===== src/rtl/note_judge.sv =====
// Rhythm-game note judge: tracks armed note windows per key, grades key presses
// against them, and keeps a running combo and score from the judgement stream.
module note_judge #(
    parameter int NUM_KEYS = 61,
    parameter int KEY_W    = 6,
    parameter int WINDOW   = 8,
    parameter int PERFECT  = 3,
    parameter int SCORE_W  = 18
) (
    input  logic               clk,
    input  logic               reset,
    input  logic               tick,
    input  logic               key_trigger,
    input  logic [KEY_W:0]     key_data,
    input  logic               note_trigger,
    input  logic [KEY_W-1:0]   note_key,
    output logic [NUM_KEYS-1:0] pressed,
    output logic               evt_valid,
    output logic [1:0]         evt_code,
    output logic [KEY_W-1:0]   evt_key,
    output logic [7:0]         combo,
    output logic [SCORE_W-1:0] score
);

    localparam logic [KEY_W:0] KEY_LIMIT = (KEY_W+1)'(NUM_KEYS);
    localparam logic [3:0]     WIN_LOAD  = 4'(WINDOW);
    localparam logic [3:0]     PERF_TH   = 4'(WINDOW - PERFECT);

    localparam logic [1:0] CODE_PERFECT = 2'd0;
    localparam logic [1:0] CODE_GOOD    = 2'd1;
    localparam logic [1:0] CODE_MISS    = 2'd2;
    localparam logic [1:0] CODE_WRONG   = 2'd3;

    function automatic logic [3:0] hit_points(input logic [1:0] code, input logic [7:0] c);
        logic [2:0] mult;
        logic [3:0] base;
        mult = (c[7:3] > 5'd3) ? 3'd4 : 3'd1 + {1'b0, c[4:3]};
        base = (code == CODE_PERFECT) ? 4'd3 : 4'd1;
        return base * {1'b0, mult};
    endfunction

    function automatic logic [SCORE_W-1:0] sat_score(input logic [SCORE_W-1:0] s,
                                                     input logic [3:0] pts);
        logic [SCORE_W:0] sum;
        sum = {1'b0, s} + (SCORE_W+1)'(pts);
        return sum[SCORE_W] ? {SCORE_W{1'b1}} : sum[SCORE_W-1:0];
    endfunction

    function automatic logic [7:0] sat_combo(input logic [7:0] c);
        return (c == 8'hFF) ? c : c + 8'd1;
    endfunction

    logic [3:0]          cnt      [NUM_KEYS];
    logic [3:0]          cnt_nxt  [NUM_KEYS];
    logic [NUM_KEYS-1:0] miss_pend;
    logic [NUM_KEYS-1:0] miss_nxt;
    logic [NUM_KEYS-1:0] pressed_nxt;

    logic [KEY_W-1:0]    key_idx;
    logic                key_press;
    logic                key_ok;
    logic                note_ok;

    logic                hit_vld;
    logic [1:0]          hit_code;
    logic                miss_any;
    logic [KEY_W-1:0]    miss_key;

    logic                vld_p0;
    logic [1:0]          code_p0;
    logic [KEY_W-1:0]    key_p0;
    logic [7:0]          combo_nxt;
    logic [SCORE_W-1:0]  score_nxt;

    assign key_idx   = key_data[KEY_W-1:0];
    assign key_press = key_data[KEY_W];
    assign key_ok    = key_trigger  && ({1'b0, key_idx}  < KEY_LIMIT);
    assign note_ok   = note_trigger && ({1'b0, note_key} < KEY_LIMIT);

    // Stage p0: window bookkeeping, event arbitration and scoring
    always_comb begin
        cnt_nxt     = cnt;
        miss_nxt    = miss_pend;
        pressed_nxt = pressed;
        hit_vld     = 1'b0;
        hit_code    = CODE_WRONG;

        if (key_ok) begin
            if (key_press) begin
                pressed_nxt[key_idx] = 1'b1;
                hit_vld              = 1'b1;
                if (cnt[key_idx] != 4'd0) begin
                    hit_code         = (cnt[key_idx] > PERF_TH) ? CODE_PERFECT : CODE_GOOD;
                    cnt_nxt[key_idx] = 4'd0;
                end
            end else begin
                pressed_nxt[key_idx] = 1'b0;
            end
        end

        if (tick) begin
            for (int i = 0; i < NUM_KEYS; i++) begin
                if (cnt[i] != 4'd0 && !(hit_vld && key_idx == KEY_W'(i))) begin
                    cnt_nxt[i] = cnt[i] - 4'd1;
                    if (cnt[i] == 4'd1) miss_nxt[i] = 1'b1;
                end
            end
        end

        // A press consumed in this same cycle leaves the key unarmed before the re-arm.
        if (note_ok) begin
            if (cnt[note_key] != 4'd0 && !(hit_vld && key_idx == note_key))
                miss_nxt[note_key] = 1'b1;
            cnt_nxt[note_key] = WIN_LOAD;
        end

        miss_any = 1'b0;
        miss_key = '0;
        for (int i = NUM_KEYS - 1; i >= 0; i--) begin
            if (miss_nxt[i]) begin
                miss_any = 1'b1;
                miss_key = KEY_W'(i);
            end
        end

        vld_p0  = hit_vld | miss_any;
        code_p0 = hit_vld ? hit_code : CODE_MISS;
        key_p0  = hit_vld ? key_idx  : miss_key;
        if (!hit_vld && miss_any) miss_nxt[miss_key] = 1'b0;

        combo_nxt = combo;
        score_nxt = score;
        if (vld_p0) begin
            if (code_p0 == CODE_PERFECT || code_p0 == CODE_GOOD) begin
                score_nxt = sat_score(score, hit_points(code_p0, combo));
                combo_nxt = sat_combo(combo);
            end else begin
                combo_nxt = 8'd0;
            end
        end
    end

    // Stage p1: registered state and event outputs
    always_ff @(posedge clk or negedge reset) begin
        if (!reset) begin
            cnt       <= '{default: '0};
            miss_pend <= '0;
            pressed   <= '0;
            evt_valid <= 1'b0;
            evt_code  <= '0;
            evt_key   <= '0;
            combo     <= '0;
            score     <= '0;
        end else begin
            cnt       <= cnt_nxt;
            miss_pend <= miss_nxt;
            pressed   <= pressed_nxt;
            evt_valid <= vld_p0;
            evt_code  <= code_p0;
            evt_key   <= key_p0;
            combo     <= combo_nxt;
            score     <= score_nxt;
        end
    end

endmodule


===== config.mk =====
export PLATFORM = sky130hd
export DESIGN_NAME = note_judge
export DESIGN_NICKNAME = d
export VERILOG_FILES = /design/src/rtl/note_judge.sv
export SDC_FILE = /design/constraint.sdc
export NUM_CORES = 1
export LEC_CHECK = 0
export ABC_AREA = 0
export CORE_ASPECT_RATIO = 1.5
export CORE_UTILIZATION = 57
export DETAILED_ROUTE_END_ITERATION = 16
export PLACE_DENSITY = 0.78
export REMOVE_ABC_BUFFERS = 1
export SYNTH_ARGS = -nofsm -noshare
export SYNTH_HDL_FRONTEND = slang
export SYNTH_SLANG_ARGS = --single-unit

===== constraint.sdc =====
create_clock -name clk -period 4.43 [get_ports clk]
set_input_delay 1.329 -clock clk [delete_from_list [all_inputs] [get_ports clk]]
set_output_delay 1.329 -clock clk [all_outputs]
set_load 0.01 [all_outputs]

==> results.sh, run 1 <==
export IMPL_routabilityCongestion=1.21
export IMPL_io_buffers=113
export IMPL_yosysUniqueCellTypes=102
export IMPL_ys_seq_elements=401
export IMPL_ys_flop_type="dfrtp_1"
export IMPL_yosysSeqAreaShare_pct=35.3
export IMPL_synthArstFlopShare_pct=100
export IMPL_clock_sinks=401
export IMPL_endpoint_type="sequential cell input"
export IMPL_yosys_top_cells_count="nor2_1 (585), dfrtp_1 (401), a21oi_1 (329)"
export IMPL_grt_max_degree=86
export IMPL_synth_top_cell_by_area="dfrtp_1"
export IMPL_initial_utilization_pct=58.2
export IMPL_yosysMostFrequentCell="nor2_1"
export IMPL_synth_enable_flop_cells=0
export IMPL_rows=99
export IMPL_die_height_um=276
export IMPL_outcome="stopped before the end"
export IMPL_grt_worst_endpoint="score[14]$_DFFE_PN0P_/D"
export IMPL_toolErrorMsg="[ERROR GRT-0232] Routing congestion too high. Check the congestion heatmap in the GUI."
export IMPL_cts_path_max_buffers=3
export IMPL_grt_overflow=153
export IMPL_yosys_warnings=0
export IMPL_syn_cell_area_um2=28500
export IMPL_syn_inst=3283
export IMPL_cts_buffers=41
export IMPL_root_buffer="clkbuf_16"
export IMPL_die_w_um=184
export IMPL_synth_top_area_share_pct=35.3
export IMPL_ioPinCount=114
export IMPL_track_usage_pct=73.3
export IMPL_htree_levels=2
export IMPL_place_hpwl_um=107000
export IMPL_synth_area_leaders="dfrtp_1 (35%), ha_1 (8.3%), nor2_1 (7.7%), mux4_2 (6.8%), a21oi_1 (5.8%)"
export IMPL_stop_stage="5_1_grt"
export IMPL_syn_area_per_cell_um2=8.67
metal layers:
metal  global-route usage [%]  overflow
met1                     74.7         0
met2                     91.4        79
met3                     54.3         2
met4                     73.5        72
met5                     19.7         0
timing repair:
action                                  in CTS
endpoints found under the setup margin     292
pin swaps                                  101
gates resized for setup                    300
cloned                                      12
setup buffers                               71
hold buffers                                 0
cells by family after synthesis:
family                   Yosys count  share of synthesized area (%)
AND/OR/NAND/NOR                 1258                           20.2
AO/OA/AOI/OAI                    968                           21.6
flip-flops                       401                           35.3
buffers and inverters            294                           4.20
adder cells (fa/ha/maj)          191                           8.45
multiplexers                     138                           9.33
XOR/XNOR                          33                           1.02
stage by stage:
step / setup TNS (ns) / cell area [µm²] / std cells / setup slack [ns]
2_1_floorplan: -116.35 / 27900 / 3152 / -1.12
3_3_place_gp: -319.30 / 37700 / 4914 / -2.00
3_5_place_dp: -330.16 / 37700 / 4914 / -2.00
4_1_cts: -44.96 / 41300 / 5069 / -0.843
==> inputs of run 2 (changes only) <==
CORE_ASPECT_RATIO = default   (was 1.5)
CORE_UTILIZATION = 40   (was 57)
PLACE_DENSITY = default   (was 0.78)
PLACE_DENSITY_LB_ADDON = 0.15   (was default)
clock period = 5.75 ns   (was 4.43 ns; I/O delays follow)
==> run 2 against run 1 <==
The flow now finishes without violations. Synthesized area unchanged. Synthesized cell count unchanged.
==> results.sh, run 2 <==
export IMPL_cp_data_required_time_ns=6.22
export IMPL_ant_nets=0
export IMPL_relSlewSlack_pct=29.3
export IMPL_post_place_ws_ns=-1.58
export IMPL_cts_buffers=50
export IMPL_grt_setup_unrepaired="yes"
export IMPL_grt_first_pass_wirelength_um=206000
export IMPL_hold_violations=0
export IMPL_grt_max_degree=110
export IMPL_tns_ns=0
export IMPL_critical_path_class="in2reg"
export IMPL_clk_pin_slew_ns=0.06
export IMPL_grt_overflow=0
export IMPL_yosys_top_cells_count="nor2_1 (585), dfrtp_1 (401), a21oi_1 (329)"
export IMPL_synthArstFlopShare_pct=100
export IMPL_drc=0
export IMPL_final_common_cell="buf_4"
export IMPL_dpl_instance_area_um2=36300
export IMPL_root_buffer="clkbuf_16"
export IMPL_critPathCaptureType="flip-flop"
export IMPL_syn_inst=3283
export IMPL_syn_area_per_cell_um2=8.67
export IMPL_cp_start_kind="primary input"
export IMPL_slowest_stage="mux4_1"
export IMPL_regArea_um2=10000
export IMPL_cap_violations=0
export IMPL_ys_flop_type="dfrtp_1"
export IMPL_fmaxAchievable_mhz=174
export IMPL_path_max_fanout=8
export IMPL_holdWs_ns=0.506
export IMPL_clock_sinks=401
export IMPL_multi_input_area_um2=17700
export IMPL_synth_top_cell_by_area="dfrtp_1"
export IMPL_met3_usage_pct=9.63
export IMPL_clk_latency_ns=0.62
export IMPL_synth_area_leaders="dfrtp_1 (35%), ha_1 (8.3%), nor2_1 (7.7%), mux4_2 (6.8%), a21oi_1 (5.8%)"
export IMPL_drv_slew=0
export IMPL_busiest_layer="met2"
export IMPL_setup_violations_final=0
export IMPL_synth_top_area_share_pct=35.3
export IMPL_routabilityCongestion=1.11
export IMPL_switching_share_pct=44.6
export IMPL_drt_pass1_iter_count=7
export IMPL_sequentialPowerShare_pct=29.0
export IMPL_p_sw_w=0.00839
export IMPL_ys_seq_elements=401
export IMPL_worst_slack_ns=0.0184
export IMPL_final_cell_mix="buf_4 (726), nor2_1 (575), dfrtp_1 (401)"
export IMPL_io_buffers=113
export IMPL_finalCriticalPeriod_ns=5.73
export IMPL_cts_path_max_buffers=3
export IMPL_place_hpwl_um=112000
export IMPL_syn_to_final_growth_pct=37.7
export IMPL_drive_above_1_share_pct=27.6
export IMPL_tightestPinTransition_ns=1.05
export IMPL_fillerInstances=6333
export IMPL_cts_tree="yes"
export IMPL_drt_initial_drc_count=3925
export IMPL_fin_skew_ns=0.0299
export IMPL_post_drt_wl_per_cell_um=28.5
export IMPL_crit_arrival_ns=6.20
export IMPL_die_w_um=269
export IMPL_vias=31400
export IMPL_ir_worst_vdd_mv=0.282
export IMPL_yosysSeqAreaShare_pct=35.3
export IMPL_grt_antenna_before_repair=13
export IMPL_p_leak_nw=17.8
export IMPL_totalWireLength_um=145000
export IMPL_nets=4311
export IMPL_power_density_nw_per_um2=480
export IMPL_initial_utilization_pct=40.5
export IMPL_htree_levels=2
export IMPL_p_clk_share_pct=19.0
export IMPL_grt_pass1_vias=29700
export IMPL_rows=97
export IMPL_pwr_share_comb_pct=52.1
export IMPL_track_usage_pct=39.7
export IMPL_yosysMostFrequentCell="nor2_1"
export IMPL_outcome="completed"
export IMPL_yosysUniqueCellTypes=102
export IMPL_internal_power_w=0.0104
export IMPL_synth_enable_flop_cells=0
export IMPL_hp_class="reg2reg"
export IMPL_gr_usage_met2_pct=58.6
export IMPL_ff2ff_path_depth=17
export IMPL_finalPower_w=0.0188
export IMPL_ioPinCount=114
export IMPL_holdPathStages=1
export IMPL_min_period_over_period_pct=99.7
export IMPL_slowest_delay_ns=0.55
export IMPL_via_per_inst=6.18
export IMPL_die_area_um2=72200
export IMPL_design_area_um2=39200
export IMPL_path_cells="buf_16 > buf_12 > mux4_1 > mux2i_1 > a41oi_2 > o41ai_2 > buf_4 > buf_4 > and4b_4 > a31oi_4 > buf_12 > buf_4 > a311oi_4 > o31ai_2 > a311o_1 > and2_4 > o31a_1 > a2111oi_4 > buf_12 > a21oi_2"
export IMPL_die_height_um=269
export IMPL_syn_cell_area_um2=28500
export IMPL_use_met1_pct=54.0
export IMPL_yosys_warnings=0
export IMPL_core_area_um2=70300
-- run 2: cell counts after synthesis --
No cell type changed its count.
-- run 2: logic make-up (layout without fill, tap and decap cells) --
kind of cell / count (synthesis) / in the layout / share of synthesized area, %
xor gates and xnor gates: 33 / 33 / 1.02
other: 0 / 5 / 0
muxes: 138 / 138 / 9.33
adders and majority gates: 191 / 191 / 8.45
and+or+nand+nor: 1258 / 1258 / 20.2
DFF: 401 / 401 / 35.3
buffers and inverters: 294 / 1153 / 4.20
AOI/OAI and AO/OA: 968 / 968 / 21.6
-- run 2: final timing paths --
check	from	end	slack, ns
worst min-delay path	flip-flop	flip-flop	0.51
worst max-delay path	note_key[0]	miss_pend[55]	0.02
max in group asynchronous	reset	async pin	3.43
min in group asynchronous	reset	score[13]	1.16
worst min register to register	flip-flop	flip-flop	0.51
worst max register to register	cnt[174]	miss_pend[55]	0.36
-- run 2: layout make-up --
| class | instances | share of cell area (%) |
|---|---|---|
| Tap cell | 940 | 3.00 |
| Clock inverter | 23 | 0.901 |
| Clock buffer | 69 | 3.77 |
| Multi-Input combinational cell | 2588 | 45.2 |
| Sequential cell | 401 | 25.6 |
| Timing Repair Buffer | 898 | 19.9 |
| Antenna cell | 5 | 0.0319 |
| Inverter | 163 | 1.58 |
-- run 2: routing by layer --
layer  vias up  part of all wire, %  wire [µm]
li1      13600                    -          -
met1     15600                   41      59500
met2      1840                   42      61600
met3       390                   11      15700
met4         6                  5.7       8260
met5         -                0.026         38
-- run 2: through the flow --
stage	instances	utilization, %
after floorplan	3152	-
after global placement	4949	51.6
after detailed placement	4949	51.6
after CTS	5066	55.1
after global routing	5082	55.7
final	5087	55.8
-- run 2: critical path: cells and delay by family --
kind / cells / cell delay, ns
AO/OA/AOI/OAI: 9 / 2.08
buffers and inverters: 7 / 1.09
multiplexers: 2 / 0.74
AND/OR/NAND/NOR: 2 / 0.51
-- run 2: what timing repair did --
action / in CTS / in global routing
gates resized for setup: 63 / 80
cloned: 5 / 2
pin swaps: 16 / 15
hold endpoints to repair: 0 / 0
hold buffers: 0 / 0
setup buffers: 21 / 14
endpoints found under the setup margin: 90 / 77
-- run 2: power by group through the flow --
stage	Clock, W	Combinational, W	Sequential, W
5_1_grt	0.00371	0.0105	0.00555
4_1_cts	0.00360	0.00940	0.00537
3_3_place_gp	0	0.00898	0.00537
6_report	0.00356	0.00979	0.00545
3_5_place_dp	0	0.00917	0.00537
2_1_floorplan	0	0.00499	0.00487
(Power assumes the default switching activity.)
